### src/rtl/tx_frame_scheduler.sv
// tx_frame_scheduler: round-robin TX frame arbiter with inter-frame gap and watchdog.
// Ports: aclk/areset (sync, active-high); req[NUM_REQ] level requests; grant one-hot owner;
// req_ack pulse on completion; tx_start pulse to preamble/SFD gen; tx_frame_done from TX mux;
// tx_busy high outside IDLE; timeout_err pulse on watchdog abort.
// Define TX_SCHED_STATS_EN to add saturating frame_cnt[31:0] and timeout_cnt[15:0].
module tx_frame_scheduler #(
   parameter int NUM_REQ        = 2,
   parameter int IFG_CYCLES     = 12,
   parameter int TIMEOUT_CYCLES = 4096
) (
   input  logic               aclk,
   input  logic               areset,
   input  logic [NUM_REQ-1:0] req,
   output logic [NUM_REQ-1:0] grant,
   output logic [NUM_REQ-1:0] req_ack,
   output logic               tx_start,
   input  logic               tx_frame_done,
   output logic               tx_busy,
`ifdef TX_SCHED_STATS_EN
   output logic               timeout_err,
   output logic [31:0]        frame_cnt,
   output logic [15:0]        timeout_cnt
`else
   output logic               timeout_err
`endif
);
   localparam int IW = $clog2(NUM_REQ);
   localparam int WW = $clog2(TIMEOUT_CYCLES);
   localparam int CW = $clog2(IFG_CYCLES + 1);
   typedef enum logic [1:0] {IDLE, START, ACTIVE, IFG} state_t;
   state_t             state_q, state_d;
   logic [NUM_REQ-1:0] grant_q, grant_d, req_ack_q, req_ack_d;
   logic               tx_start_q, tx_start_d, tx_busy_q, tx_busy_d, timeout_err_q, timeout_err_d;
   logic [IW-1:0]      ptr_q, ptr_d, owner_q, owner_d, win, ptr_nxt;
   logic [WW-1:0]      wd_q, wd_d;
   logic [CW-1:0]      ifg_q, ifg_d;
   // Descending scan so the requester closest to ptr (ascending, wrapping) wins.
   always_comb begin
      logic [IW-1:0] j;
      j   = '0;
      win = '0;
      for (int k = NUM_REQ - 1; k >= 0; k--) begin
         j = IW'((int'(ptr_q) + k) % NUM_REQ);
         if (req[j]) win = j;
      end
   end
   assign ptr_nxt = (owner_q == IW'(NUM_REQ - 1)) ? '0 : owner_q + IW'(1);
   always_comb begin
      state_d       = state_q;
      grant_d       = grant_q;
      req_ack_d     = '0;
      tx_start_d    = 1'b0;
      timeout_err_d = 1'b0;
      ptr_d         = ptr_q;
      owner_d       = owner_q;
      wd_d          = wd_q;
      ifg_d         = ifg_q;
      case (state_q)
         IDLE: if (|req) begin
            state_d = START;
            grant_d = NUM_REQ'(1) << win;
            owner_d = win;
         end
         START: begin
            state_d    = ACTIVE;
            tx_start_d = 1'b1;
            wd_d       = '0;
         end
         ACTIVE: if (tx_frame_done || wd_q == WW'(TIMEOUT_CYCLES - 1)) begin
            // done takes priority over a coincident watchdog expiry
            req_ack_d     = tx_frame_done ? grant_q : '0;
            timeout_err_d = !tx_frame_done;
            grant_d       = '0;
            ifg_d         = CW'(IFG_CYCLES - 1);
            ptr_d         = ptr_nxt;
            state_d       = IFG;
         end else wd_d = wd_q + WW'(1);
         IFG: if (ifg_q == '0) state_d = IDLE;
              else ifg_d = ifg_q - CW'(1);
      endcase
      tx_busy_d = state_d != IDLE;
   end
   always_ff @(posedge aclk) begin
      if (areset) begin
         state_q       <= IDLE;
         grant_q       <= '0;
         req_ack_q     <= '0;
         tx_start_q    <= 1'b0;
         tx_busy_q     <= 1'b0;
         timeout_err_q <= 1'b0;
         ptr_q         <= '0;
         owner_q       <= '0;
         wd_q          <= '0;
         ifg_q         <= '0;
      end else begin
         state_q       <= state_d;
         grant_q       <= grant_d;
         req_ack_q     <= req_ack_d;
         tx_start_q    <= tx_start_d;
         tx_busy_q     <= tx_busy_d;
         timeout_err_q <= timeout_err_d;
         ptr_q         <= ptr_d;
         owner_q       <= owner_d;
         wd_q          <= wd_d;
         ifg_q         <= ifg_d;
      end
   end
   assign grant       = grant_q;
   assign req_ack     = req_ack_q;
   assign tx_start    = tx_start_q;
   assign tx_busy     = tx_busy_q;
   assign timeout_err = timeout_err_q;
`ifdef TX_SCHED_STATS_EN
   logic [31:0] frame_cnt_q, frame_cnt_d;
   logic [15:0] timeout_cnt_q, timeout_cnt_d;
   always_comb begin
      frame_cnt_d   = (|req_ack_d && !(&frame_cnt_q)) ? frame_cnt_q + 32'd1 : frame_cnt_q;
      timeout_cnt_d = (timeout_err_d && !(&timeout_cnt_q)) ? timeout_cnt_q + 16'd1 : timeout_cnt_q;
   end
   always_ff @(posedge aclk) begin
      if (areset) begin
         frame_cnt_q   <= '0;
         timeout_cnt_q <= '0;
      end else begin
         frame_cnt_q   <= frame_cnt_d;
         timeout_cnt_q <= timeout_cnt_d;
      end
   end
   assign frame_cnt   = frame_cnt_q;
   assign timeout_cnt = timeout_cnt_q;
`endif
endmodule

### config.mk
export PLATFORM = sky130hd
export DESIGN_NAME = tx_frame_scheduler
export DESIGN_NICKNAME = d
export VERILOG_FILES = /design/src/rtl/tx_frame_scheduler.sv
export SDC_FILE = /design/constraint.sdc
export NUM_CORES = 1
export LEC_CHECK = 0
export CORE_AREA = 10 10 85 50
export CTS_CLUSTER_SIZE = 14
export DETAILED_ROUTE_END_ITERATION = 10
export DIE_AREA = 0 0 95 60
export GPL_TIMING_DRIVEN = 0
export PLACE_DENSITY_LB_ADDON = 0.1
export RECOVER_POWER = 50
export SYNTH_ARGS = -nofsm -noshare
export SYNTH_HDL_FRONTEND = slang
export SYNTH_SLANG_ARGS = --single-unit
### constraint.sdc
create_clock -name aclk -period 3.07 [get_ports aclk]
set_input_delay 0.307 -clock aclk [delete_from_list [all_inputs] [get_ports aclk]]
set_output_delay 0.307 -clock aclk [all_outputs]
set_load 0.01 [all_outputs]
==> results.toml <==
[timing]
totalNegativeSetupSlack_ps = 0
hold_viol = 0
fin_crit_ps = 2130
post-route-period-util_pct = 69.5
setup_ws_ps = 935
relSlewSlack_pct = 46.6
hold_slack_ps = 462
rsz0062_at_grt = "no"
slew_viol_final = 0
skew_ps = 9.14
worst_pin_slew_ps = 791
max_freq_ghz = 0.468
setup_viol = 0

[grt]
grt_start_max_net_pins = 16
grt_pass1_wl_mm = 5.73
grt_use_met2_pct = 19.6
overflow = 0
grt.total_usage_pct = 12.6
grt_use_met3_pct = 4.25
grt.met1_usage_pct = 16.5
grt_pass1_vias = 1230
antenna_found_initial = 0
busiest_layer = "met2"

[logic_synthesis]
synth_top_family_by_area = "simple AND/OR/NAND/NOR gates"
synth_area_leaders = "dfxtp_1 40%, a21oi_1 3.7%, a31oi_1 3.7%, nand2_1 3.0%, nor2_1 3.0%"
synth-xor-area-share_pct = 1.28
synth_area_sq_um = 1370
synth-seq-area-share_pct = 39.5
synthMuxAreaShare_pct = 0
syn_nets = 171
synth_adder_area_share_pct = 1.83
ys_types = 41
syn_inst = 164
yosysWarningCount = 0
synth_edf_count = 0
synth_top_area_share_pct = 39.5
ys_seq_elements = 27
yosys.area.top_type = "dfxtp_1"
synth_flop_cell = "dfxtp_1"
synthSimpleGateAreaFrac_pct = 28.5
ys_async_sr_fraction_pct = 0
avgSynthCellArea_sq_um = 8.34
synth-compound-area-share_pct = 23.5

[routing]
routed_wl_mm = 3.36
vias = 1293
route.detailed.drc = 0
ant_nets = 0
dr.pass1.iters = 4
wl_per_cell_um = 15.5
drt-vias-per-instance = 5.96
drt_iter0_markers = 33

[final_layout]
n_antenna_cell = 0
final_nets = 185
fin_area_sq_um = 1550
mostFrequentLayoutCell = "dfxtp_1"
mostFrequentLayoutCells = "27 x dfxtp_1, 11 x nor2_1, 11 x nand2_1, 10 x a21oi_1, 9 x clkbuf_1"
area_growth_pct = 13.1
drive_above_1_share_pct = 7.34
layout.cells.non_filler = 217

[die]
row_count = 14
io_pins = 12
die_height_um = 60
core_area_sq_um = 2840
initial_utilization_pct = 48.2
die_w_um = 95
die_area_sq_um = 5700

[clocking]
post_cts_resized = 0
cts_setup_buffers = 0
cts_inserted_buffers = 3
cts_buffer_depth = 2
tritoncts = "built"
cts_hold_buf = 0
clock-sinks = 27
worstSkewPairLatency_ps = 270
htreeDepth = 1
root_buffer = "clkbuf_8"
clk_pin_slew_ps = 90

[hold_path]
min_path_type = "reg2reg"
whs_path_depth = 2

[placement]
place_ws_ps = 1100
hpwlAfterDp_mm = 2.51
portBuffers = 9
placed_area_sq_um = 1510
finalWeightedCongestion = 0.825
dp_cells = 213

[flow_run]
maxCapViolCount = 0

[pwr]
ir_drop_v = 0.000264
leakage_nw = 0.534
power_density_nw_per_um2 = 456

[critical_path]
crit_path_max_fanout = 9
critical_path_class = "reg2reg"
cp-end-kind = "flip-flop"
critPathRequiredTime_ps = 3270
worst_ep_arrival_time_ps = 2340
worstSetupStartpointType = "flip-flop"
rr_worst_depth = 6

[run_status]
status = "finished clean"
[registers in the layout (all words and copies together) (netlist names)]
name and count:
wd_q 12, req_ack 2, tx_busy 1, ifg_q 4, timeout_err 1, tx_start 1, ptr_q 1, owner_q 1
state_q 2, grant 2
[routing by layer]
metal	wire length (um)	part of all wire, %
met1	1670	50
met2	1400	42
met3	261	7.8
met4	38	1.1
met5	0	0
[final cells by class]
cell class                 count  area [sq um]
clock buffer                   3          41.3
fill                         293          1290
clock inverter                 1          5.00
multi-input combinational    120           746
inverter                       5          18.8
buffer                        12          55.1
timing repair buffer           9          90.1
tap                           40          50.0
sequential                    27           541
[cell families after synthesis]
kind of cell	count (synthesis)
compound gates	47
xor+xnor	2
fa+ha+maj	2
buf+inv	17
flops	27
simple gates	69
[Yosys cell counts (all sizes together) (5+ instances only)]
master,number
nand4,5
nand3,7
nand2,11
dfxtp,27
clkbuf,8
o211ai,5
a21oi,10
o21ai,7
inv,5
nor2,11
a31oi,8
[critical path, cell delays in order, from the launching register on]
cell and delay, ps:
dfxtp_1 480, ha_1 260, and2_0 150, clkbuf_1 190, a41oi_1 400, or3_1 470, a21oi_1 120
[per-stage QoR]
stage	util, %	power, W
4_1_cts	54.8	0.000717
3_5_place_dp	53.1	0.000514
6_report	54.5	0.000705
2_1_floorplan	-	0.000470
3_3_place_gp	53.1	0.000512
5_1_grt	54.5	0.000749
[where the power goes]
part	switching, W	internal, W	leakage [nW]
Sequential	0.0000113	0.000367	0.219
Combinational	0.0000800	0.0000457	0.289
Clock	0.000110	0.0000909	0.0255
[worst paths after layout]
check / from / end / slack [ps]
worst min-delay path: owner_q$_SDFFE_PP0P_ / owner_q$_SDFFE_PP0P_ / 460
worst max register to register: wd_q[0]$_SDFFE_PP0P_ / ptr_q$_SDFFE_PP0P_ / 940
worst max-delay path: wd_q[0]$_SDFFE_PP0P_ / ptr_q$_SDFFE_PP0P_ / 940
worst min register to register: owner_q$_SDFFE_PP0P_ / owner_q$_SDFFE_PP0P_ / 460
Note: power is estimated with default switching activity, not from simulation.
